### src/rtl/event_readout_buffer.sv
// event_readout_buffer
//   Packs each qualifying detection sample with an 8-bit sample timestamp into
//   a 20-bit record {ts, spike, events}. Records are held in a small FIFO and
//   handed to an external reader as three bytes, one byte per read strobe:
//     byte0 = {4'hA, spike}   (4'hA marks the start of a record)
//     byte1 = events
//     byte2 = timestamp
//
// Ports
//   clk, rst_n              clock, asynchronous active-low reset
//   sample_valid            detection inputs valid this cycle (1-cycle pulse)
//   spike_detection_array   per-unit spike flags
//   event_out_array         per-unit 2-bit event codes
//   read_strobe             request for the next output byte
//   clear_overflow          clears overflow and drop_count
//   data_out, data_valid    output byte and its 1-cycle valid pulse
//   fifo_empty, fifo_full   record-level FIFO status
//   fifo_level              records stored, including one partially read
//   overflow, drop_count    sticky drop flag and saturating drop counter
module event_readout_buffer #(
  parameter int FIFO_DEPTH  = 8,
  parameter bit CAPTURE_ALL = 1'b0
) (
  input  logic                        clk,
  input  logic                        rst_n,
  input  logic                        sample_valid,
  input  logic [3:0]                  spike_detection_array,
  input  logic [7:0]                  event_out_array,
  input  logic                        read_strobe,
  input  logic                        clear_overflow,
  output logic [7:0]                  data_out,
  output logic                        data_valid,
  output logic                        fifo_empty,
  output logic                        fifo_full,
  output logic [$clog2(FIFO_DEPTH):0] fifo_level,
  output logic                        overflow,
  output logic [7:0]                  drop_count
);

  localparam int AW = $clog2(FIFO_DEPTH);
  localparam int LW = AW + 1;

  typedef enum logic [1:0] {B0, B1, B2} byte_state_t;

  byte_state_t     state_reg, state_next;
  logic [19:0]     mem [FIFO_DEPTH];
  logic [AW-1:0]   wr_ptr_reg, rd_ptr_reg;
  logic [7:0]      ts_reg;
  logic [19:0]     head;
  logic [7:0]      byte_sel;
  logic            capture, rd_fire, pop, push, drop;
  logic [LW-1:0]   level_next;

  assign capture    = sample_valid &&
                      (CAPTURE_ALL || (|spike_detection_array) || (|event_out_array));
  assign rd_fire    = read_strobe && !fifo_empty;
  assign pop        = rd_fire && (state_reg == B2);
  // A pop in the same cycle frees a slot, so a push while full is still taken.
  assign push       = capture && (!fifo_full || pop);
  assign drop       = capture && fifo_full && !pop;
  assign level_next = fifo_level + LW'(push) - LW'(pop);
  assign head       = mem[rd_ptr_reg];

  // Byte FSM: next state and byte selection for the current head record.
  always_comb begin
    state_next = state_reg;
    byte_sel   = 8'h00;
    case (state_reg)
      B0: begin
        byte_sel = {4'hA, head[11:8]};
        if (rd_fire) state_next = B1;
      end
      B1: begin
        byte_sel = head[7:0];
        if (rd_fire) state_next = B2;
      end
      default: begin
        byte_sel = head[19:12];
        if (rd_fire) state_next = B0;
      end
    endcase
  end

  always_ff @(posedge clk or negedge rst_n) begin
    if (!rst_n) state_reg <= B0;
    else        state_reg <= state_next;
  end

  // Record storage has no reset; validity is tracked by the pointers/level.
  always_ff @(posedge clk) begin
    if (push) mem[wr_ptr_reg] <= {ts_reg, spike_detection_array, event_out_array};
  end

  always_ff @(posedge clk or negedge rst_n) begin
    if (!rst_n) begin
      wr_ptr_reg <= '0;
      rd_ptr_reg <= '0;
      ts_reg     <= 8'h00;
      fifo_level <= '0;
      fifo_empty <= 1'b1;
      fifo_full  <= 1'b0;
      data_out   <= 8'h00;
      data_valid <= 1'b0;
      overflow   <= 1'b0;
      drop_count <= 8'h00;
    end else begin
      if (sample_valid) ts_reg <= ts_reg + 8'd1;
      if (push) wr_ptr_reg <= wr_ptr_reg + AW'(1);
      if (pop)  rd_ptr_reg <= rd_ptr_reg + AW'(1);
      fifo_level <= level_next;
      fifo_empty <= (level_next == '0);
      fifo_full  <= (level_next == LW'(FIFO_DEPTH));
      data_valid <= rd_fire;
      if (rd_fire) data_out <= byte_sel;
      // A drop coinciding with a clear restarts the count at one.
      if (drop) begin
        overflow   <= 1'b1;
        if (clear_overflow)          drop_count <= 8'd1;
        else if (drop_count != 8'hFF) drop_count <= drop_count + 8'd1;
      end else if (clear_overflow) begin
        overflow   <= 1'b0;
        drop_count <= 8'h00;
      end
    end
  end

endmodule

### config.mk
export PLATFORM = sky130hd
export DESIGN_NAME = event_readout_buffer
export DESIGN_NICKNAME = d
export VERILOG_FILES = /design/src/rtl/event_readout_buffer.sv
export SDC_FILE = /design/constraint.sdc
export NUM_CORES = 1
export LEC_CHECK = 0
export BUFFER_PORTS_ARGS = -buffer_cell sky130_fd_sc_hd__buf_2
export CORE_UTILIZATION = 55
export DETAILED_ROUTE_END_ITERATION = 10
export PLACE_DENSITY = 0.73
export SYNTH_ARGS = -nofsm -noshare
export SYNTH_HDL_FRONTEND = slang
export SYNTH_SLANG_ARGS = --single-unit
### constraint.sdc
create_clock -name clk -period 4.32 [get_ports clk]
set_clock_uncertainty 0.2 [all_clocks]
set_input_delay 0.864 -clock clk [delete_from_list [all_inputs] [get_ports clk]]
set_output_delay 0.864 -clock clk [all_outputs]
set_load 0.02 [all_outputs]
# Word level (Yosys, flattened, before mapping)
# Memory sizes are Yosys's and may differ from the RTL's.
# Index checks and enable logic that the tools add are counted.
dict set report word_totals {
  regBits 40
  ramBits 160
  inputBits 17
  out_inout_bits 24
  elab_cells 53
  memories 1
}
# name words word_bits read_ports rd_ports_with_merged_regs write_ports line
set mem_list {}
lappend mem_list {mem 8 20 1 0 1 46} ;# logic [19:0] mem [FIFO_DEPTH];
dict set report classes {
  addsub 6
  n_eq_ne 4
  muxes 13
  n_reduce_logical 18
}
# cell n
set ops {}
lappend ops {{$mux 8} 4}
lappend ops {{$add 8x1->8 const B} 2}
lappend ops {{$pmux 8 s2} 1}
lappend ops {{$ne 8x8->1 const B} 1}
lappend ops {{$reduce_or 8->1} 1}
lappend ops {{$add 3x1->3 const B} 2}
lappend ops {{$logic_and 1x1->1} 6}
lappend ops {{$mux 2} 3}
lappend ops {{$add 4x1->4} 1}
lappend ops {{$eq 4x4->1 const B} 1}
lappend ops {{$logic_not 4->1} 1}
lappend ops {{$mux 1} 4}
lappend ops {{$pmux 2 s2} 1}
lappend ops {{$reduce_bool 2->1} 2}
lappend ops {{$reduce_or 4->1} 1}
lappend ops {{$sub 4x1->4} 1}
lappend ops {{$logic_not 1->1} 3}
lappend ops {{$eq 2x1->1 const B} 1}
lappend ops {{$eq 2x2->1 const B} 1}
lappend ops {{$logic_not 2->1} 1}
lappend ops {{$logic_or 1x1->1} 2}
lappend ops {{$reduce_and 2->1} 1}

# Logic depth before layout (Yosys ltp)
dict set report depth {
  depth_word 8
  depth_mapped 12
  ltp_nobuf 12
}

# Worst setup path after synthesis
# OpenSTA, ideal clock, no wires.
dict set report synth_timing {
  path_kind {in2reg}
  start {input port sample_valid}
  end {memory mem[0][0] (enable)}
  setup_ps 448
  arrival_ps 3515
  required_ps 3672
  slack_ps 157
  path_stages 4
  n_path_buf 1
  cell_sequence {clkbuf_1 -> and3_1 -> clkinv_1 -> nor4_1}
}
dict set report synth_between {
  elab_chain_cells 4
}
# item line
set synth_rtl {}
lappend synth_rtl {{start: declaration} 26} ;# input logic sample_valid,
lappend synth_rtl {{$logic_and 1x1->1} 54} ;# assign capture = sample_valid &&
lappend synth_rtl {{$logic_and 1x1->1} 59} ;# assign push = capture && (!fifo_full || pop);
lappend synth_rtl {{$mux 1} 91} ;# if (push) mem[wr_ptr_reg] <= {ts_reg, spike_detection_array, event_out_array};
lappend synth_rtl {{$mux 1 (implied by the code)} 91}
lappend synth_rtl {{end: declaration} 46}
# No other way between the ends.

# Worst setup path in the final report
dict set report layout_timing {
  start {input port spike_detection_array[2]}
  end {register fifo_full}
}
dict set report layout_between {
  elab_chain_cells 7
}
# item line
set layout_rtl {}
lappend layout_rtl {{start: declaration} 27} ;# input logic [3:0] spike_detection_array,
lappend layout_rtl {{$reduce_or 4->1} 55} ;# (CAPTURE_ALL || (|spike_detection_array) || (|event_out_array));
lappend layout_rtl {{$logic_or 1x1->1} 55}
lappend layout_rtl {{$logic_and 1x1->1} 54}
lappend layout_rtl {{$logic_and 1x1->1} 59}
lappend layout_rtl {{$add 4x1->4} 61} ;# assign level_next = fifo_level + LW'(push) - LW'(pop);
lappend layout_rtl {{$sub 4x1->4} 61}
lappend layout_rtl {{via level_next[1]} 52} ;# logic [LW-1:0] level_next;
lappend layout_rtl {{$eq 4x4->1} 112} ;# fifo_full <= (level_next == LW'(FIFO_DEPTH));
lappend layout_rtl {{end signal: assignment} 112}
lappend layout_rtl {{end: declaration} 34} ;# output logic fifo_full,
# The timed path passes the listed nets, and every way through them passes these cells.
# A chain may end at the register's enable or synchronous reset.

==> results.tsv <==
metric	value	unit
largest net degree at the start of global routing	41	
Synthesis Warnings	0	
Seq/Total Area, Yosys	0.717	
number of synthesized flops with an enable pin	160	
die area	15200	sq um
asr flop ratio synth	0.200	
most frequent CP cell	inv_1	
RSZ-0062 raised after global routing	false	
crit share post-route	0.807	
Distinct cells, synth	52	
Longest Clk Path Bufs	2	
Post-CTS Setup Bufs	0	
fin util	0.640	
worst-margin pin slew	0.964	ns
Cells after Synth	461	
Clock power frac	0.240	
Layout Area Growth over Synthesis	11.7	%
layout cells sized above 1	0.233	
Syn Nets	487	
CTS HTree Levels	4	
CP arrival	3.66	ns
largest cells by area after synthesis	edfxtp_1, dfrtp_1, mux4_2, mux4_1, mux2i_1	
DRC	0	
maximum vdd drop	0.418	mV
hold crit path type	reg2reg	
Crit Path Class	in2reg	
Cell Int Power	3.94	mW
first-pass GRT wire length	24.3	mm
Site Rows	43	
Mapped Area	8100	sq um
final wirelength	15.8	mm
Seq pwr share	0.502	
CP max FO	9	
CP endpoint kind	flop	
IO buf count	40	
setup TNS	0	ns
total power	5.79	mW
Worst Setup Start Kind	input port	
largest area contributor in the netlist	edfxtp_1	
Slowest Stage Delay on Critical Path	0.53	ns
Ports	41	
clock sink count	200	
Worst Path Required	4.49	ns
status	complete, no violations	
maximum clock rate	287	MHz
chip width	123	microns
CTS resizes	0	
CP Cell Sequence	buf_2 > nor4_1 > nand3_1 > and3_1 > clkinv_1 > ha_1 > inv_1 > ha_1 > inv_1 > fa_1 > inv_1 > or3_1 > nor2b_1	
FF+latch count, synth	200	
ys flop type	edfxtp_1	
Avg Cell Area, Syn	17.6	sq um
CTS tree	built	
wire per inst	22.3	microns
Reg with most FFs	mem	
clock-pin slew on the worst setup and hold paths	0.07	ns
ANT nets after route	0	
Largest register FFs	160	
initial core utilization	0.573	
initial antenna violation count	0	
Relative slew margins	0.357	
hold buffers post-CTS	0	
logic gate share of total power	0.258	
vias	4254	
Tmin final	3.49	ns
sw frac	0.319	
core area	14100	sq um
Clock Tree Root	clkbuf_16	
n_diodes	0	
Register Area	5810	sq um
die height	123	microns
sw power	1.85	mW
Num CTS Buffers	17	
CP max stage cell	nor4_1	
post-synth top area share	0.593	
drt pass-1 iters	5	
max cap viols	0	
DRT iter0 DRCs	292	
endpoints failing setup	0	
fill cell count	982	
vias in the first global route	4333	
worst hold slack	0.322	ns
dpl hpwl	9.61	mm
DR vias/cell	6.02	
Final Slew Violations	0	
Pwr Density	639	nW/um^2
Worst-Skew Late Latency	0.43	ns
GRT Resource Usage Total	0.229	
Final Hold Fails	0	
Final nets	540	
routability cong.	0.776	
total grt overflow	0	
P_leak	3.24	nW
area of the multi-input gates	2150	sq um
==> power groups by stage <==
stage / Sequential (mW) / Combinational, mW / Clock [mW]
3_5_place_dp: 2.94 / 1.49 / 0
5_1_grt: 2.95 / 1.62 / 1.48
4_1_cts: 2.91 / 1.51 / 1.40
6_report: 2.90 / 1.49 / 1.39
3_3_place_gp: 2.91 / 1.46 / 0
2_1_floorplan: 2.80 / 1.15 / 0
==> Yosys cell counts (5+ instances only) <==
cell / count
and3_1: 5
nor3_1: 7
dfrtp_1: 39
inv_1: 13
buf_2: 6
clkbuf_1: 5
nand3_1: 12
mux2_2: 9
ha_1: 8
mux4_2: 18
nor2_1: 22
mux4_1: 12
a21oi_1: 7
edfxtp_1: 160
mux2i_1: 24
xnor2_1: 12
nand2_1: 26
nand2b_1: 5
a31oi_1: 7
nor2b_1: 8
==> per-layer routing <==
metal,up-vias,track usage,wire [microns]
met4,0,0.0911,174
met2,145,0.370,7940
li1,1918,-,-
met3,13,0.0466,1140
met5,-,0,0
met1,2178,0.307,6520
==> final cells by class <==
| cell class | count | area share |
|---|---|---|
| tap | 180 | 0.0249 |
| timing repair buffer | 53 | 0.0329 |
| multi-input combinational | 228 | 0.238 |
| clock buffer | 19 | 0.0478 |
| inverter | 14 | 0.00581 |
| clock inverter | 13 | 0.00885 |
| sequential | 200 | 0.642 |
==> layout by cell type, fill, tap and decap left out, drive strengths merged, types with 9 or more instances in the layout <==
cell type / n
mux2i: 24
buf: 53
nand2: 26
xnor2: 12
nor2: 22
dfrtp: 39
clkinv: 9
clkbuf: 19
edfxtp: 160
nand3: 13
mux2: 10
mux4: 30
inv: 15
==> per-stage QoR <==
step           instance area [sq um]  instances  worst slack [ns]
3_3_place_gp                    8540        675             0.461
5_1_grt                         9050        707             0.647
2_1_floorplan                   8100        461             0.157
3_5_place_dp                    8540        675             0.426
4_1_cts                         9050        707             0.870
6_report                        9050        707             0.833
==> critical path, delay by kind of cell <==
kind | cells | cell delay [ns]
adders and majority gates | 3 | 0.84
and+or+nand+nor | 5 | 1.57
buffers and inverters | 5 | 0.38
==> path summary, 6_finish.rpt <==
kind                                 end  slack (ns)  depth (start not counted)                startpoint
min in group asynchronous  fifo_level[3]        0.38                          1                     rst_n
hold reg to reg            drop_count[6]        0.32                          1             drop_count[6]
hold / removal             drop_count[6]        0.32                          1             drop_count[6]
setup reg to reg               fifo_full        1.12                         12              state_reg[1]
setup / recovery               fifo_full        0.83                         13  spike_detection_array[2]
max in group asynchronous  rd_ptr_reg[1]        2.89                          1                     rst_n
==> cell families (layout without fill, tap and decap cells) <==
group | count (synthesis) | in the layout | share of synthesized area
AOI/OAI and AO/OA | 38 | 38 | 0.0324
xor gates and xnor gates | 15 | 15 | 0.0162
adders and majority gates | 9 | 9 | 0.0148
buffers and inverters | 33 | 99 | 0.0219
DFF | 200 | 200 | 0.717
muxes | 64 | 64 | 0.132
and+or+nand+nor | 102 | 102 | 0.0655
Power figures use the tool's default switching activity.
